--- src/rtl/aes_pkg.sv ---
// Shared AES key-schedule definitions: key-length encodings, per-mode Nk/Nr,
// the engine state enum and the GF(2^8) doubling used by the round constant.
package aes_pkg;

  typedef enum logic [1:0] {
    KEY_128  = 2'd0,
    KEY_192  = 2'd1,
    KEY_256  = 2'd2,
    KEY_RSVD = 2'd3
  } key_len_e;

  typedef enum logic [1:0] {
    ST_IDLE   = 2'd0,
    ST_COPY   = 2'd1,
    ST_EXPAND = 2'd2,
    ST_DRAIN  = 2'd3
  } ks_state_e;

  localparam logic [7:0] RCON_INIT = 8'h01;

  function automatic logic [3:0] nk_of(input logic [1:0] len);
    case (len)
      KEY_128: return 4'd4;
      KEY_192: return 4'd6;
      default: return 4'd8;
    endcase
  endfunction

  function automatic logic [3:0] nr_of(input logic [1:0] len);
    case (len)
      KEY_128: return 4'd10;
      KEY_192: return 4'd12;
      default: return 4'd14;
    endcase
  endfunction

  // Total schedule words 4*(Nr+1)
  function automatic logic [5:0] words_of(input logic [1:0] len);
    case (len)
      KEY_128: return 6'd44;
      KEY_192: return 6'd52;
      default: return 6'd60;
    endcase
  endfunction

  function automatic logic [7:0] xtime(input logic [7:0] b);
    return {b[6:0], 1'b0} ^ (b[7] ? 8'h1b : 8'h00);
  endfunction

endpackage

--- src/rtl/aes_subword.sv ---
// SubWord: four AES S-boxes applied bytewise to one 32-bit word.
// Each S-box is the GF(2^8) inverse (x^254) followed by the affine map.
module aes_subword
  import aes_pkg::*;
(
  input  logic [31:0] i_word,
  output logic [31:0] o_word
);

  function automatic logic [7:0] gf_mul(input logic [7:0] a, input logic [7:0] b);
    logic [7:0] p;
    logic [7:0] aa;
    p  = 8'h00;
    aa = a;
    for (int k = 0; k < 8; k++) begin
      if (b[k]) p = p ^ aa;
      aa = xtime(aa);
    end
    return p;
  endfunction

  function automatic logic [7:0] sbox(input logic [7:0] x);
    logic [7:0] x3, x7, x15, x31, x63, x127, inv;
    x3   = gf_mul(gf_mul(x, x), x);
    x7   = gf_mul(gf_mul(x3, x3), x);
    x15  = gf_mul(gf_mul(x7, x7), x);
    x31  = gf_mul(gf_mul(x15, x15), x);
    x63  = gf_mul(gf_mul(x31, x31), x);
    x127 = gf_mul(gf_mul(x63, x63), x);
    inv  = gf_mul(x127, x127);
    return inv ^ {inv[6:0], inv[7]} ^ {inv[5:0], inv[7:6]} ^
           {inv[4:0], inv[7:5]} ^ {inv[3:0], inv[7:4]} ^ 8'h63;
  endfunction

  for (genvar b = 0; b < 4; b++) begin : g_sbox
    assign o_word[8*b +: 8] = sbox(i_word[8*b +: 8]);
  end

endmodule

--- src/rtl/aes_key_schedule.sv ---
// Iterative AES-128/192/256 key schedule: one schedule word per cycle through a
// shared SubWord, grouped into 128-bit round keys on a valid/ready stream.
module aes_key_schedule
  import aes_pkg::*;
#(
  parameter int MAX_KEY_BITS = 256
) (
  input  logic         clk,
  input  logic         rst_n,
  input  logic         key_valid,
  output logic         key_ready,
  input  logic [1:0]   key_len,
  input  logic [255:0] key,
  input  logic         abort,
  output logic         rk_valid,
  input  logic         rk_ready,
  output logic [127:0] rk_data,
  output logic [3:0]   rk_index,
  output logic         rk_last,
  output logic         err,
  output logic [1:0]   dbg_state
);

  // Handshakes: a transfer happens on a rising edge where valid && ready are both
  // high; rk_data/rk_index/rk_last hold steady while rk_valid && !rk_ready.

  ks_state_e      r_state, w_next_state;
  logic [255:0]   r_key;
  logic [1:0]     r_mode;
  logic [5:0]     r_i;
  logic [2:0]     r_mod;
  logic [7:0]     r_rcon;
  logic [31:0]    r_win [8];
  logic [31:0]    r_asm [3];
  logic           r_rk_valid;
  logic [127:0]   r_rk_data;
  logic [3:0]     r_rk_index;
  logic           r_rk_last;
  logic           r_err;

  logic [3:0]     w_nk, w_nr;
  logic [2:0]     w_nk_m1;
  logic [5:0]     w_words;
  logic           w_len_ok, w_load, w_reject, w_active;
  logic           w_group_end, w_stall, w_step, w_rcon_more;
  logic [31:0]    w_key_words [8];
  logic [31:0]    w_t, w_sub_in, w_sub_out, w_tx, w_word;

  assign w_nk    = nk_of(r_mode);
  assign w_nr    = nr_of(r_mode);
  assign w_words = words_of(r_mode);
  assign w_nk_m1 = 3'(w_nk - 4'd1);

  always_comb begin
    w_len_ok = 1'b0;
    case (key_len)
      KEY_128: w_len_ok = (MAX_KEY_BITS >= 128);
      KEY_192: w_len_ok = (MAX_KEY_BITS >= 192);
      KEY_256: w_len_ok = (MAX_KEY_BITS >= 256);
      default: w_len_ok = 1'b0;
    endcase
  end

  assign w_load      = (r_state == ST_IDLE) && key_valid && !abort && w_len_ok;
  assign w_reject    = (r_state == ST_IDLE) && key_valid && !abort && !w_len_ok;
  assign w_group_end = (r_i[1:0] == 2'b11);
  // Only the word that would overwrite an unaccepted round key has to wait
  assign w_stall     = w_group_end && r_rk_valid && !rk_ready;
  assign w_step      = w_active && !w_stall && !abort;
  assign w_rcon_more = ({1'b0, r_i} + {3'b000, w_nk}) < {1'b0, w_words};

  always_comb begin
    for (int k = 0; k < 8; k++) w_key_words[k] = r_key[255 - 32*k -: 32];
  end

  assign w_t      = r_win[0];
  assign w_sub_in = (r_mod == 3'd0) ? {w_t[23:0], w_t[31:24]} : w_t;

  aes_subword u_subword (
    .i_word (w_sub_in),
    .o_word (w_sub_out)
  );

  always_comb begin
    w_tx   = w_t;
    w_word = w_key_words[r_i[2:0]];
    if (r_state == ST_EXPAND) begin
      if (r_mod == 3'd0)
        w_tx = w_sub_out ^ {r_rcon, 24'h0};
      else if (r_mode == KEY_256 && r_mod == 3'd4)
        w_tx = w_sub_out;
      w_word = r_win[w_nk_m1] ^ w_tx;
    end
  end

  always_ff @(posedge clk or negedge rst_n) begin
    if (!rst_n) r_state <= ST_IDLE;
    else        r_state <= w_next_state;
  end

  always_comb begin
    w_next_state = r_state;
    if (abort) begin
      w_next_state = ST_IDLE;
    end else begin
      case (r_state)
        ST_IDLE:   if (w_load) w_next_state = ST_COPY;
        ST_COPY:   if (w_step && r_i[2:0] == w_nk_m1) w_next_state = ST_EXPAND;
        ST_EXPAND: if (w_step && r_i == w_words - 6'd1) w_next_state = ST_DRAIN;
        ST_DRAIN:  if (r_rk_valid && rk_ready) w_next_state = ST_IDLE;
        default:   w_next_state = ST_IDLE;
      endcase
    end
  end

  always_comb begin
    key_ready = (r_state == ST_IDLE);
    w_active  = (r_state == ST_COPY) || (r_state == ST_EXPAND);
    dbg_state = r_state;
  end

  // Window entry 0 is the newest word, so window[i-Nk] sits at entry Nk-1
  always_ff @(posedge clk or negedge rst_n) begin
    if (!rst_n) begin
      r_key      <= '0;
      r_mode     <= '0;
      r_i        <= '0;
      r_mod      <= '0;
      r_rcon     <= RCON_INIT;
      r_win      <= '{default: '0};
      r_asm      <= '{default: '0};
      r_rk_valid <= 1'b0;
      r_rk_data  <= '0;
      r_rk_index <= '0;
      r_rk_last  <= 1'b0;
      r_err      <= 1'b0;
    end else begin
      r_err <= w_reject;
      if (abort) begin
        r_i        <= '0;
        r_mod      <= '0;
        r_rcon     <= RCON_INIT;
        r_rk_valid <= 1'b0;
      end else begin
        if (w_load) begin
          r_key  <= key;
          r_mode <= key_len;
          r_i    <= '0;
          r_mod  <= '0;
          r_rcon <= RCON_INIT;
        end
        if (r_rk_valid && rk_ready) r_rk_valid <= 1'b0;
        if (w_step) begin
          r_win[0] <= w_word;
          for (int k = 1; k < 8; k++) r_win[k] <= r_win[k-1];
          r_i   <= r_i + 6'd1;
          r_mod <= (r_mod == w_nk_m1) ? 3'd0 : r_mod + 3'd1;
          if (r_state == ST_EXPAND && r_mod == 3'd0 && w_rcon_more)
            r_rcon <= xtime(r_rcon);
          if (w_group_end) begin
            r_rk_data  <= {r_asm[0], r_asm[1], r_asm[2], w_word};
            r_rk_index <= r_i[5:2];
            r_rk_last  <= (r_i[5:2] == w_nr);
            r_rk_valid <= 1'b1;
          end else begin
            r_asm[r_i[1:0]] <= w_word;
          end
        end
      end
    end
  end

  assign rk_valid = r_rk_valid;
  assign rk_data  = r_rk_data;
  assign rk_index = r_rk_index;
  assign rk_last  = r_rk_last;
  assign err      = r_err;

endmodule

--- config.mk ---
export PLATFORM = sky130hd
export DESIGN_NAME = aes_key_schedule
export DESIGN_NICKNAME = d
export VERILOG_FILES = /design/src/rtl/aes_pkg.sv /design/src/rtl/aes_subword.sv /design/src/rtl/aes_key_schedule.sv
export SDC_FILE = /design/constraint.sdc
export NUM_CORES = 2
export LEC_CHECK = 0
export BUFFER_PORTS_ARGS = -buffer_cell sky130_fd_sc_hd__buf_2
export CAP_MARGIN = 20
export CORE_AREA = 2 2 505 306
export DETAILED_ROUTE_END_ITERATION = 12
export DIE_AREA = 0 0 507 308
export GPL_TIMING_DRIVEN = 0
export PLACE_DENSITY = 0.8
export SLEW_MARGIN = 0
export SYNTH_ARGS = -nofsm -noshare
export SYNTH_HDL_FRONTEND = slang
export SYNTH_SLANG_ARGS = --single-unit
--- constraint.sdc ---
create_clock -name clk -period 24.7 [get_ports clk]
set_input_delay 3.705 -clock clk [delete_from_list [all_inputs] [get_ports clk]]
set_output_delay 3.705 -clock clk [all_outputs]
set_load 0.01 [all_outputs]
-- After elaboration in Yosys (flattened, before gate mapping)
Cells that the tools add are included.
- equal/unequal tests: 17
- add/subtract/negate cells: 5
- reduce and logical (&&, ||, !) cells: 31
- bitwise operators: 756
- $lt $le $gt $ge: 5
- multiplexer cells: 820
- operators by type and width (cell ; number):
    $xor A8 B8 Y8 ; 744
    $mux W8 ; 420
    $mux W5 ; 365
    $mux W32 ; 10
    $bmux W32 S3 ; 2
    $bwmux W96 ; 1
    $demux W32 S2 ; 1
    $xor A32 B32 Y32 ; 2
    $mux W6 ; 3
    $not A4 Y4 ; 4
    $logic_and A1 B1 Y1 ; 15
    $mux W3 ; 4
    $eq A2 B2 Y1 const B ; 5
    $mux W2 ; 5
    $pmux W5 S2 ; 1
    $ge A4 B4 Y1 const B ; 2
    $not A3 Y4 ; 2
    $pmux W2 S4 ; 1
    $pmux W4 S2 ; 1
    $xor A8 B5 Y8 ; 1
    $add A6 B4 Y7 ; 1
    $lt A7 B6 Y1 ; 1
    $add A6 B1 Y6 const B ; 1
    $eq A2 B1 Y1 const B ; 3
    25 further kinds ; 39
- output and inout port bits: 138
- flip-flop bits (word level): 764

-- Longest topological paths before layout
- depth in word-level cells: 221
- depth in mapped cells: 103
- mapped depth without buffers: 86

-- Modules after synthesis
Synthesis repeated with hierarchy kept, for this count alone.
- cell total of the unflattened synthesis: 10345
- area, all modules: 89246.8 sq um
- by module, submodules not included (module ; area an instance (sq um) ; instances ; cells each):
    aes_subword ; 56215.2 ; 1 ; 7040
    aes_key_schedule ; 33031.7 ; 1 ; 3305

-- Worst setup path after synthesis
OpenSTA, ideal clock, no wires.
- path type: reg-to-reg
- start: register r_mod[1]
- end: register r_asm[38] (netlist name)
- cell stages (with the launch flop): 97
- period minus slack after synthesis: 22696 ps
- data arrival time: 22560 ps
- slack: 2004 ps
- cell sequence: dfrtp_1 > inv_1 > ha_1 > nor2b_2 > buf_6 > buf_8 > buf_8 > buf_6 > buf_6 > buf_8 > buf_6 > buf_6 > mux2i_1 > nor2_1 > xnor3_1 > xnor2_1 > xnor3_1 > buf_6 > [61 not listed] > o31ai_1 > a222oi_1 > xnor2_1 > xnor2_1 > clkinv_1 > ha_1 > inv_1 > xnor2_1 > inv_1 > and2_1 > xnor3_1 > xnor2_1 > xnor2_1 > xnor2_1 > xnor2_1 > nand2_1 > mux2i_1 > o22ai_1
- longest elaborated chain between the ends: 214
- elaborated cells between the ends (all ways): 393
- those cells by class: 1 x eq/ne; 201 x mux; 189 x bitwise; 2 x reduce/logical
- RTL lines (item ; RTL line ; source):
    from (decl) ; aes_key_schedule.sv:31 ; logic [2:0] r_mod;
    from (signal assigned) ; aes_key_schedule.sv:157 ; r_mod <= (r_mod == w_nk_m1) ? 3'd0 : r_mod + 3'd1;
    $logic_not A3 Y1 ; aes_key_schedule.sv:77, aes_key_schedule.sv:88 ;
    $mux W32 ; aes_key_schedule.sv:77 ; assign w_sub_in = (r_mod == 3'd0) ? {w_t[23:0], w_t[31:24]} : w_t;
    $mux W5 (tied with other cells) ; aes_pkg.sv:47 ; return {b[6:0], 1'b0} ^ (b[7] ? 8'h1b : 8'h00);
    $xor A8 B8 Y8, on equally long branches ; aes_pkg.sv:47, aes_subword.sv:16 ;
    $xor A8 B8 Y8 or $mux W8 (tied branches) ; aes_subword.sv:16 ; if (b[k]) p = p ^ aa;
    $mux W8 or $xor A8 B8 Y8 (tied branches) ; aes_subword.sv:16 ;
    $xor A8 B8 Y8 or $mux W8 (tied branches) ; aes_subword.sv:16 ;
    $mux W8 or $xor A8 B8 Y8 (tied branches) ; aes_subword.sv:16 ;
    [198 not listed] ; n/a ;
    $xor A8 B8 Y8 ; aes_subword.sv:32 ; {inv[4:0], inv[7:5]} ^ {inv[3:0], inv[7:4]} ^ 8'h63;
    $not A4 Y4 (no source line) ; n/a ;
    $mux W32 or $xor A32 B32 Y32 (tied branches) ; aes_key_schedule.sv:90, aes_key_schedule.sv:89 ;
    $mux W32 * ; aes_key_schedule.sv:88 ; if (r_mod == 3'd0)
    $mux W32 * ; aes_key_schedule.sv:87 ; if (r_state == ST_EXPAND) begin
    $xor A32 B32 Y32 * ; aes_key_schedule.sv:92 ; w_word = r_win[w_nk_m1] ^ w_tx;
    $mux W32 * ; aes_key_schedule.sv:87 ;
    $bwmux W96 * ; aes_key_schedule.sv:166 ; r_asm[r_i[1:0]] <= w_word;
    to (signal, indexed assignment) ; aes_key_schedule.sv:166 ;
    to (decl) ; aes_key_schedule.sv:34 ; logic [31:0] r_asm [3];
Every way passes the cells marked *; elsewhere a longest branch is shown, timed or not. The select of a mux whose other input is x is not followed.
A chain may end at the register's enable or synchronous reset.

-- Worst setup path in the final report
- start: register r_mod[2]
- end: register r_win (netlist bit w_t[28])
- longest elaborated chain between the ends: 212
- elaborated cells between the ends (all ways): 391
- those cells by class: 1 x eq/ne; 200 x mux; 188 x bitwise; 2 x reduce/logical
- RTL lines (item ; RTL line ; source):
    $logic_not A3 Y1 ; aes_key_schedule.sv:77, aes_key_schedule.sv:88 ;
    $mux W32 ; aes_key_schedule.sv:77 ;
    $mux W5 (tied with other cells) ; aes_pkg.sv:47 ;
    $xor A8 B8 Y8, on equally long branches ; aes_pkg.sv:47, aes_subword.sv:16 ;
    $xor A8 B8 Y8 or $mux W8 (tied branches) ; aes_subword.sv:16 ;
    $mux W8 or $xor A8 B8 Y8 (tied branches) ; aes_subword.sv:16 ;
    $xor A8 B8 Y8 or $mux W8 (tied branches) ; aes_subword.sv:16 ;
    $mux W8 or $xor A8 B8 Y8 (tied branches) ; aes_subword.sv:16 ;
    [194 not listed] ; n/a ;
    $mux W8 ; aes_subword.sv:16 ;
    $xor A8 B8 Y8 (3 in a row) ; aes_subword.sv:31 ; return inv ^ {inv[6:0], inv[7]} ^ {inv[5:0], inv[7:6]} ^
    $xor A8 B8 Y8 ; aes_subword.sv:32 ;
    $mux W32 or $xor A32 B32 Y32 (tied branches) ; aes_key_schedule.sv:90, aes_key_schedule.sv:89 ;
    $mux W32 * ; aes_key_schedule.sv:88 ;
    $mux W32 * ; aes_key_schedule.sv:87 ;
    $xor A32 B32 Y32 * ; aes_key_schedule.sv:92 ;
    $mux W32 * ; aes_key_schedule.sv:87 ;
    to (decl) ; aes_key_schedule.sv:33 ; logic [31:0] r_win [8];
Marked as above.

==> impl_metrics.yaml <==
clock_tree:
  clock_sinks: 764
  hold_buffers: 0
  numCtsBuffers: 68
  cts_tree: "done"
  cts_buffer_depth: 3
  path_clk_slew_ns: 0.07
  cts-htree-levels: 3
  clkLatencyLatePin_ns: 0.67
  root_buffer: "clkbuf_16"
logic_synthesis:
  netlist_area_mm2: 0.0905
  syn_nets: 11229
  ys_ff_latch: 764
  synthFlopType: "dfrtp_1"
  synth-xor-area-share_pct: 33.5
  syn-instance-count: 10926
  yosysWarningCount: 0
  async_flop_share_pct: 100
  synthMuxAreaShare_pct: 6.39
  synth_edf_count: 0
  syn_area_per_cell_um2: 8.28
  synth_cell_types: 141
  synth_compound_area_share_pct: 13.1
  synth_top_family_by_area: "XOR/XNOR gates"
  synth-seq-area-share_pct: 21.1
  synth_fa_ha_area_share_pct: 0.561
  synthSimpleGateAreaFrac_pct: 20.5
flow_run:
  cap_violations: 0
global_route:
  grt_antenna_before_repair: 28
  grt_max_degree: 125
  grt_use_total_pct: 41.5
  grt-ovfl-total: 0
  grt_pass1_vias: 81167
  grt_pass1_wl_um: 502000
cells_and_area:
  finalNetCount: 11888
  syn_to_final_growth_pct: 12.9
  drive_above_1_share_pct: 15.8
  mostFrequentLayoutCell: "nand2_1"
  layout_common_cells: "2,622 x nand2_1, 1,193 x xnor2_1, 1,071 x nor2_1"
  n_fill_cell: 12413
setup_path:
  cp_slowest_stage_delay_ns: 0.76
  crit_path_max_fanout: 10
  criticalPathCategory: "flip-flop to flip-flop"
  worstSetupEndpoint: "w_t[28]$_DFFE_PN0P_"
  rrSetupSlack_ns: 0.59
  critPathSlowestCell: "dfrtp_1"
  crit_start: "r_mod[2]$_DFFE_PN0P_"
  cp.required_ns: 25.25
  start_kind: "flip-flop"
  r2r_end: "w_t[28]$_DFFE_PN0P_"
  cpMostUsedCell: "xnor3_2"
  r2r_start: "r_mod[2]$_DFFE_PN0P_"
  end_kind: "flip-flop"
  crit_arrival_ns: 24.65
  rr_worst_depth: 89
floorplan:
  core-area_mm2: 0.152
  die_area_mm2: 0.156
  fp-row-count: 111
  ios: 401
  die_h_um: 308
  die_w_um: 507
  start_util_pct: 59.7
place:
  port_buffers: 400
  gp_congestion: 1.03
  hpwl_um: 257000
sta:
  setup_viol: 0
  fin_skew_ns: 0.0340
  whs_ns: 0.452
  period_needed_ns: 24.11
  tns_ns: 0
  fmax_mhz: 41.5
  period_share_pct: 97.6
  worst_pin_slew_ns: 1.29
  hold_violations: 0
  slew_headroom_pct: 13.7
  drv_slew: 0
routing:
  via_per_inst: 6.45
  drt_iter0_markers: 13621
  post-route-drc-count: 0
  via_count: 88339
  wl_per_cell_um: 24.7
  first_pass_iters: 11
  drt_wl_total_um: 338000
  antenna_left: 0
outcome:
  status: "finished, final reports clean"
min_path:
  hold_class: "flip-flop to flip-flop"
==> timing repair <==
item,4_1_cts,5_1_grt
resized for setup,252,273
setup buffers,56,105
pin swaps,37,78
setup endpoints to repair,160,160
endpoints found under the hold margin,0,0
==> state kept, by name (all words and copies together), names as in the netlist <==
register,flops
rk_index,4
r_mod,3
r_asm,96
rk_last,1
w_t,32
r_mode,2
r_rcon,8
rk_data,128
r_i,6
r_win,224
dbg_state,2
r_key,256
rk_valid,1
err,1
==> routing by layer <==
metal / vias to the layer above / GRT usage (%) / part of all wire (%)
li1: 38246 / - / -
met1: 42926 / 61.3 / 41
met2: 6353 / 57.1 / 40
met3: 804 / 14.0 / 15
met4: 10 / 11.9 / 3.5
met5: - / 0.0617 / 0.041
==> metrics by stage <==
step / instances / area, um2 / worst slack (ns) / util [%]
6_report: 13693 / 102000 / 0.594 / 67.3
2_1_floorplan: 10926 / 90500 / 2.00 / -
3_5_place_dp: 13389 / 95500 / -4.38 / 63.0
3_3_place_gp: 13360 / 95000 / -3.93 / 62.7
4_1_cts: 13564 / 99700 / 0.0134 / 65.8
5_1_grt: 13686 / 102000 / -0.133 / 67.3
==> cell families after synthesis <==
group / after synthesis
mux: 469
flops: 764
xor+xnor: 2493
simple gates: 4485
buf+inv: 891
compound gates: 1784
fa+ha+maj: 40
==> final cells by class <==
type | count | area (um2) | share of cell area (%)
Multi-Input combinational cell | 9271 | 69800 | 68.4
Sequential cell | 764 | 19100 | 18.7
Buffer | 788 | 4060 | 3.97
Timing Repair Buffer | 594 | 3770 | 3.69
Tap cell | 2034 | 2540 | 2.49
Clock buffer | 91 | 1950 | 1.91
Clock inverter | 32 | 414 | 0.406
Inverter | 98 | 375 | 0.368
Antenna cell | 21 | 52.6 | 0.0515
==> how the worst min path moves through the flow <==
| stage | from | to | slack, ns | depth (start not counted) |
|---|---|---|---|---|
| finish | r_asm[2]$_DFFE_PN0P_ | rk_data[34]$_DFFE_PN0P_ | 0.45 | 2 |
| global route | r_key[27]$_DFFE_PN0P_ | r_key[27]$_DFFE_PN0P_ | 0.49 | 2 |
| CTS | r_asm[2]$_DFFE_PN0P_ | rk_data[34]$_DFFE_PN0P_ | 0.45 | 2 |
| detailed placement | r_win[34]$_DFFE_PN0P_ | r_win[2]$_DFFE_PN0P_ | 0.45 | 2 |
| global placement | r_win[121]$_DFFE_PN0P_ | r_win[89]$_DFFE_PN0P_ | 0.45 | 2 |
| floorplan | r_asm[83]$_DFFE_PN0P_ | rk_data[115]$_DFFE_PN0P_ | 0.43 | 2 |
==> cell usage after synthesis (68+ instances only) <==
cell      instances  share of area, %
inv_1            77              0.32
o31ai_1          79              0.66
nand2_1        2626                11
a22oi_1          74              0.61
xnor2_2         100               1.8
o21ai_0         380               2.1
xnor2_1        1307                13
nor3_1          173              0.96
xnor3_1         379               9.4
nand3_1         165              0.91
a211oi_1         77              0.64
o21ai_1          76              0.42
mux2i_1         306               3.4
mux2_2           70              0.87
nor2_1         1096               4.5
o22ai_1         127              0.88
dfrtp_1         763                21
xor2_1          523               5.1
buf_6            73              0.91
buf_2           124              0.69
clkbuf_1        477               2.0
xor3_1           68               1.8
a21oi_1         433               2.4
==> worst max-delay path, delay by kind of cell (launching register included) <==
| family | cells | cell delay [ns] |
|---|---|---|
| compound gates | 22 | 5.48 |
| xor+xnor | 30 | 9.32 |
| fa+ha+maj | 3 | 1.05 |
| buf+inv | 18 | 3.54 |
| flops | 1 | 0.76 |
| mux | 2 | 0.56 |
| simple gates | 14 | 3.22 |
Power is not shown: default switching activity piles up to over one toggle a cycle in this logic, so the estimate is an artifact.
